$ cat src/rtl/reset_sequencer.sv
// reset_sequencer
//   Ordered, acknowledged reset release for STAGES downstream reset domains.
//   All rst_out bits assert together (asynchronously on rst, or on the edge
//   after a synchronous req). After a minimum hold they are released one
//   stage at a time; each stage's ack gates the release of the next, with an
//   optional gap and a per-stage timeout that forces progress.
//
// Ports
//   clk          sequencer clock
//   rst          async active-high reset; asserts every rst_out with no clock
//   req          synchronous reset request (level, sampled each rising edge)
//   stage_ack    per-stage ready, already synchronous to clk; only the bit of
//                the stage currently being waited on is looked at
//   rst_out      active-high reset per downstream domain
//   busy         high while a sequence is in progress (always !done)
//   done         high in IDLE once every stage is released
//   timeout_err  sticky for the current sequence; some stage ack timed out
module reset_sequencer #(
  parameter int STAGES      = 3,
  parameter int HOLD_CYCLES = 16,
  parameter int GAP_CYCLES  = 8,
  parameter int ACK_TIMEOUT = 1024
) (
  input  logic              clk,
  input  logic              rst,
  input  logic              req,
  input  logic [STAGES-1:0] stage_ack,
  output logic [STAGES-1:0] rst_out,
  output logic              busy,
  output logic              done,
  output logic              timeout_err
);

  // One counter is shared by the hold, gap and ack-timeout phases, so it is
  // sized for the largest of the three terminal counts.
  localparam int MAX_HG = (HOLD_CYCLES > GAP_CYCLES) ? HOLD_CYCLES : GAP_CYCLES;
  localparam int MAX_C  = (MAX_HG > ACK_TIMEOUT) ? MAX_HG : ACK_TIMEOUT;
  localparam int CW     = $clog2(MAX_C + 1);
  localparam int KW     = (STAGES > 1) ? $clog2(STAGES) : 1;

  // Terminal values: the N-th edge of a phase is the one that sees N-1.
  localparam logic [CW-1:0] HOLD_LAST = CW'(HOLD_CYCLES - 1);
  localparam logic [CW-1:0] GAP_LAST  = CW'((GAP_CYCLES > 0) ? GAP_CYCLES - 1 : 0);
  localparam logic [CW-1:0] ACK_LAST  = CW'(ACK_TIMEOUT - 1);
  localparam logic [KW-1:0] K_LAST    = KW'(STAGES - 1);

  typedef enum logic [1:0] {
    ASSERT   = 2'd0,
    WAIT_ACK = 2'd1,
    GAP      = 2'd2,
    IDLE     = 2'd3
  } state_t;

  state_t            state, state_n;
  logic [KW-1:0]     k, k_n, k_inc;
  logic [CW-1:0]     cnt, cnt_n;
  logic [STAGES-1:0] rst_out_n;
  logic              done_n, terr_n;
  logic              stage_done, release_next;

  assign k_inc = k + KW'(1);

  // State and all outputs are registers; busy is registered as the
  // complement of the next done so the two can never disagree.
  always_ff @(posedge clk or posedge rst) begin
    if (rst) begin
      state       <= ASSERT;
      k           <= '0;
      cnt         <= '0;
      rst_out     <= '1;
      busy        <= 1'b1;
      done        <= 1'b0;
      timeout_err <= 1'b0;
    end else begin
      state       <= state_n;
      k           <= k_n;
      cnt         <= cnt_n;
      rst_out     <= rst_out_n;
      busy        <= ~done_n;
      done        <= done_n;
      timeout_err <= terr_n;
    end
  end

  always_comb begin
    state_n      = state;
    k_n          = k;
    cnt_n        = cnt;
    rst_out_n    = rst_out;
    done_n       = done;
    terr_n       = timeout_err;
    stage_done   = 1'b0;
    release_next = 1'b0;

    if (req) begin
      // A held request parks the block in ASSERT with the counter cleared,
      // so the hold window starts on the first edge that sees req low.
      state_n   = ASSERT;
      k_n       = '0;
      cnt_n     = '0;
      rst_out_n = '1;
      done_n    = 1'b0;
      terr_n    = 1'b0;
    end else begin
      case (state)
        ASSERT: begin
          if (cnt == HOLD_LAST) begin
            rst_out_n[0] = 1'b0;
            k_n          = '0;
            cnt_n        = '0;
            state_n      = WAIT_ACK;
          end else begin
            cnt_n = cnt + CW'(1);
          end
        end

        WAIT_ACK: begin
          // An ack that is already high on the first edge here completes the
          // stage immediately (one-cycle minimum dwell).
          if (stage_ack[k]) begin
            stage_done = 1'b1;
          end else if (cnt == ACK_LAST) begin
            stage_done = 1'b1;
            terr_n     = 1'b1;
          end else begin
            cnt_n = cnt + CW'(1);
          end

          if (stage_done) begin
            cnt_n = '0;
            if (k == K_LAST) begin
              state_n = IDLE;
              done_n  = 1'b1;
            end else if (GAP_CYCLES == 0) begin
              // No gap: release the next stage on this same edge.
              release_next = 1'b1;
              k_n          = k_inc;
            end else begin
              state_n = GAP;
            end
          end
        end

        GAP: begin
          if (cnt == GAP_LAST) begin
            release_next = 1'b1;
            k_n          = k_inc;
            cnt_n        = '0;
            state_n      = WAIT_ACK;
          end else begin
            cnt_n = cnt + CW'(1);
          end
        end

        IDLE: begin
          // Released stages stay released; ack drops are ignored here.
        end

        default: begin
          state_n   = ASSERT;
          k_n       = '0;
          cnt_n     = '0;
          rst_out_n = '1;
          done_n    = 1'b0;
        end
      endcase
    end

    // Clearing only the bit for stage k+1 keeps earlier releases intact.
    if (release_next) begin
      for (int i = 0; i < STAGES; i++) begin
        if (KW'(i) == k_inc) rst_out_n[i] = 1'b0;
      end
    end
  end

endmodule

$ cat config.mk
export PLATFORM = sky130hd
export DESIGN_NAME = reset_sequencer
export DESIGN_NICKNAME = d
export VERILOG_FILES = /design/src/rtl/reset_sequencer.sv
export SDC_FILE = /design/constraint.sdc
export NUM_CORES = 1
export LEC_CHECK = 0
export ABC_AREA = 1
export ABC_CLOCK_PERIOD_IN_PS = 4330
export BUFFER_PORTS_ARGS = -buffer_cell sky130_fd_sc_hd__buf_2
export CORE_MARGIN = 3
export CORE_UTILIZATION = 55
export CTS_CLUSTER_SIZE = 14
export DETAILED_ROUTE_END_ITERATION = 16
export GPL_ROUTABILITY_DRIVEN = 0
export PLACE_DENSITY = 0.74
export SETUP_SLACK_MARGIN = 0.1
export SLEW_MARGIN = 5
export SYNTH_ARGS = -nofsm -noshare
export SYNTH_HDL_FRONTEND = slang
export SYNTH_SLANG_ARGS = --single-unit
$ cat constraint.sdc
create_clock -name clk -period 4.33 [get_ports clk]
set_clock_uncertainty 0.1 [all_clocks]
set_input_delay 0.6495 -clock clk [delete_from_list [all_inputs] [get_ports clk]]
set_output_delay 0.6495 -clock clk [all_outputs]
set_load 0.01 [all_outputs]
# Word-level counts from Yosys, hierarchy flattened
# Cells that the tools add are included.
[word_totals]
register_bits = 21
latch_bits = 0
ram_bits = 0
mem_bits_ro = 0
inputBits = 6
output_inout_bits = 6
mem_count = 0
[classes]
addsub = 2
mul = 0
div_mod_pow = 0
order_cmp = 1
eq_ne = 14
shifts = 0
muxes = 41
n_bitwise = 1
n_reduce_logical = 10
[ops]
columns = ["operator", "n"]
rows = [
  ["two-way mux 11 bit", 6],
  ["one-hot mux 11 bit (3 select lines)", 1],
  ["two-way mux 1 bit", 22],
  ["two-way mux 2 bit", 7],
  ["adder 11 x 1 -> 11 bit, second input constant", 1],
  ["== test 11 x 10 -> 1 bit, second input constant", 1],
  ["== test 11 x 3 -> 1 bit, second input constant", 1],
  ["== test 11 x 4 -> 1 bit, second input constant", 1],
  ["inequality test 3 bit, second input constant", 3],
  ["AND reduction 3 bit", 3],
  ["inequality test 4 bit, second input constant", 2],
  ["two-way mux 3 bit", 2],
  ["one-hot mux 2 bit (3 select lines)", 1],
  ["== test 2 bit, second input constant", 2],
  ["zero test 2 bit", 2],
  ["one-hot mux 2 bit (2 select lines)", 1],
  ["AND reduction 4 bit", 1],
  ["nonzero test 2 bit", 2],
  ["nonzero test 4 bit", 1],
  ["< comparator 2 x 3 -> 1 bit, second input constant", 1],
  ["nonzero test 3 bit", 1],
  ["adder 2 x 1 -> 2 bit, second input constant", 1],
  ["binary-select mux 1 bit (select 2 bit)", 1],
  ["== test 1 x 2 -> 1 bit, first input constant", 1],
  ["other kinds (4)", 4],
]

# Longest topological paths before layout
[logic_depth]
depth_word = 9
mapped_depth = 11

# Least setup slack after synthesis
# OpenSTA, ideal clock, no wires.
[synth_timing]
path_type = "input to register"
start = "input port req"
end = "register cnt[7]"
t_arrival_ns = 1.429
setup_slack_ns = 2.683
path_stages = 8
path_buffers = 0
path_cell_list = "inv_1 -> nand3_2 -> inv_2 -> nor2_2 -> nand2_2 -> inv_2 -> nand4_1 -> nand2_1"
[synth_via]
elab_chain_len = 2
word_cells_on_any_way = 5
[synth_lines]
columns = ["item", "line_no", "rtl"]
rows = [
  ["start, declared", "26", "input logic req,"],
  ["inequality test 4 bit (no line) / nonzero test 4 bit (equally long branches)", "n/a", ""],
  ["AND reduction 3 bit (no line)", "n/a", ""],
  ["end signal, assigned", "77", "cnt <= cnt_n;"],
  ["end, declared", "56", "logic [CW-1:0] cnt, cnt_n;"],
]
# Several ways; a longest one is shown, not always the timed one.
# A chain may end at the register's enable or synchronous reset.

# Worst setup path after layout
[layout_timing]
start = "register cnt[0]"
end = "register cnt[4]"
[layout_via]
elab_chain_len = 8
word_cells_on_any_way = 18
[layout_lines]
columns = ["item"]
rows = [
  ["branches (longest 8 deep; another with adder 11 x 1 -> 11 bit)"],
]
# Several ways; the timed one is not identified. The select of a mux whose other input is x is not followed.

==> metrics list <==
- Critical Path RT: 4.42 ns
* Internal power of the cells: ~0.00032 W
- The worst setup path is launched from a flip-flop.
* Cells after synthesis: 186
- The floorplan step set the die width to approximately 56 um.
* Area taken by multi-input logic gates: 759 um^2
- Tightest Hold Check Type: input pin to async pin
- The via count of the first global-routing pass was 1232.
- Of the synthesized area, sequential elements account for 38.0%.
- The count of endpoints failing hold in the final timing report was 0.
- The initial utilization of the core area, before any placement, comes to 60.2%.
- Critical path start-end classification: flip-flop to flip-flop
* Hold-fix buffers at CTS: 0
- Finished layout cell area: about 1500 um^2
- Post-route fraction of the period consumed by the critical path: 44.8%
- Number of vias per cell after detailed routing: 5.56
- The library cell used most frequently in the layout, excluding fill and tap cells, is sky130_fd_sc_hd__nand2_1.
* Netlist area before placement: 1400 um^2
- Sum of negative setup slack: 0 ns
- CTS buffer count: 3
- In the routed design, unresolved DRC markers number 0.
* First-pass GRT wire length: 5070 um
* Final design utilization: 64.0%
* Total chip power: between 0.0005 and 0.0006 W
* Floorplan row count: 17
* Routed WL: roughly 2900 um
* Total of max-cap violations: 0
- In this run the worst path has a maximum fanout of 11.
* Mean cell area of the mapped netlist: 7.50 um^2
- Global route overflow: 0
* Final min period: between 1.5 and 2 ns
- In this run, distinct cell masters in the synthesized netlist total 25.
- Switching share of power: 42.6%
- Status: completed
* Worst VDD drop: 342 uV
- Synthesized netlist net count: 200
* Fill cell total of the finished layout: 201
- Clock Sinks: 21
- In this run the remaining antenna-violating nets after routing total 0.
- Detailed placement HPWL: around 2200 um
* Switching pwr: between 0.0002 and 0.00025 W
- Slowest stage cell on the critical path: sky130_fd_sc_hd__dfrtp_1
- The placed instances occupy a cell area of 1460 um^2.
* Unrepaired setup endpoints after global routing: false
* Net count, final: 213
- # Post-CTS Setup Buffers: 0
- The number of pins exceeding their max-slew limit in the final report came to 0.
- At the pin with the least slew margin, the transition time is 0.787 ns.
* Area enclosed by the die boundary: 3180 um^2
- Proportion of layout cells with a drive suffix above 1: 20.7%
- Clock latency reported for the late side of the worst-skew pair: 0.30 ns
* Global Route Usage Sum: 19.6%
- From synthesis to final layout, the design area changed by 6.28%.
- In this run the tool buffered the top-level ports with 11 buffer cells.
- The cell sitting at the root of the clock tree is a sky130_fd_sc_hd__clkbuf_4.
* Leakage power total: 0.715 nW
- In this run the number of H-tree levels came out at 1.
* Maximum clock rate: 516 MHz
- Combinational fraction of design power: roughly two fifths
- Endpoint type of the worst setup path: flip-flop
* Commonest cells after routing, fill and taps aside: sky130_fd_sc_hd__nand2_1 (48), sky130_fd_sc_hd__nor2_1 (31), sky130_fd_sc_hd__dfrtp_1 (17), sky130_fd_sc_hd__inv_1 (16), sky130_fd_sc_hd__nand3_1 (14)
- Across the whole layout, storage elements account for 531 um^2.
- Slowest Stage Delay on Critical Path: 0.43 ns
- Wire length per cell after detailed routing: 12.8 um
- Antenna diodes: 0
- Yosys printed 0 warnings.
- Share of total power in the clock network: 16.9%
- Pwr dens: 379 nW/um^2
- Clock slew seen by the registers of the worst setup and hold paths: 0.13 ns
- Slew HR: 47.4%
- 12 I/O pins were placed.
* CTS tree: done
- Entering global routing, the biggest net connects 22 pins.
- STA puts the critical path data arrival time at 2.03 ns.
- Core Region: 2320 um^2
- Die extent in y: 56.4 um
- In this run, flip-flops and latches consume 41.8% of the power.
- Number of instances resized during post-cts repair: 0
- The signal on the critical path passes through ha_1, nand2_1, nor2_2, nand3_2, nand3_2, nand3_2, nand3_1, o21ai_0.
- The detailed router finished its first iteration with 78 violations.
- Setup violations remaining at the end of the flow were counted as 0.
- Maximum buffer depth of the clock tree: 2
- After synthesis the netlist holds a flip-flop and latch count of 21.
- The initial antenna violation count is 0.
- The first detailed-routing pass ran for 6 iterations.
- Routed vias: 1257
* Most used cell, CP: sky130_fd_sc_hd__nand3_2
[per-layer routing]
metal	vias to the layer above	share of wire [%]	track usage (%)
met2	28	52	35.7
met4	0	0.59	6.44
met5	-	0	0
met1	609	44	23.8
li1	618	-	-
met3	2	3.2	2.07
[path summary, 6_finish.rpt]
path	startpoint	to	slack (ns)	cells after the start
max	cnt[0]	cnt[4]	2.39	8
min reg2reg	rst_out[2]	rst_out[2]	0.40	2
max in group asynchronous	rst	state[1]	3.27	2
max reg2reg	cnt[0]	cnt[4]	2.39	8
min	rst	cnt[9]	0.37	2
min in group clk	rst_out[2]	rst_out[2]	0.40	2
[cell families after synthesis]
group | synth area share [%]
AOI/OAI and AO/OA | 5.47
and+or+nand+nor | 39.9
DFF | 38.0
adders and majority gates | 7.18
buffers and inverters | 7.53
xor gates and xnor gates | 1.88
[registers in the layout, indices dropped and copies added (netlist names)]
signal / flops
cnt: 11
done: 1
k: 2
busy: 1
rst_out: 3
state: 2
timeout_err: 1
[worst max-delay path, delay by kind of cell (launching register included)]
family                   cells  cell delay [ns]
adder cells (fa/ha/maj)      1             0.23
AO/OA/AOI/OAI                1             0.09
flip-flops                   1             0.43
AND/OR/NAND/NOR              6             0.96
[cell usage after synthesis (all sizes together)]
master	count	area, um^2
o31ai	1	7.51
buf	2	22.5
nand4	4	25.0
dfrtp	17	425
xor2	3	26.3
o21ai	6	30.0
nand2	50	193
nor3	2	10.0
or2	1	6.26
nand3	23	160
ha	8	100
clkbuf	1	7.51
inv	20	75.1
nor2	36	148
a21oi	4	23.8
a22oi	1	7.51
dfstp	4	105
o21bai	1	7.51
nand3b	2	15.0
[area by class of cell]
class | count | area share, %
clock buffers | 3 | 1.52
clock inverters | 1 | 0.338
inverters | 20 | 5.06
multi-input cells | 142 | 51.2
flip-flops and latches | 21 | 35.8
well taps | 28 | 2.36
repair buffers | 11 | 3.71
[per-stage QoR]
step                std cells  hold slack [ns]  worst slack (ns)
finish                    226            0.369              2.39
global route              226            0.411              2.18
CTS                       226            0.394              2.39
detailed placement        222            0.377              2.24
global placement          222            0.380              2.33
floorplan                 186            0.371              2.68
[power groups by stage]
stage / clock, W / sequential (W) / combinational, W
finish: 0.0000951 / 0.000235 / 0.000232
global route: 0.000106 / 0.000239 / 0.000259
CTS: 0.0000979 / 0.000234 / 0.000233
detailed placement: 0 / 0.000238 / 0.000230
global placement: 0 / 0.000237 / 0.000222
floorplan: 0 / 0.000233 / 0.000201
Power figures use the tool's default switching activity.
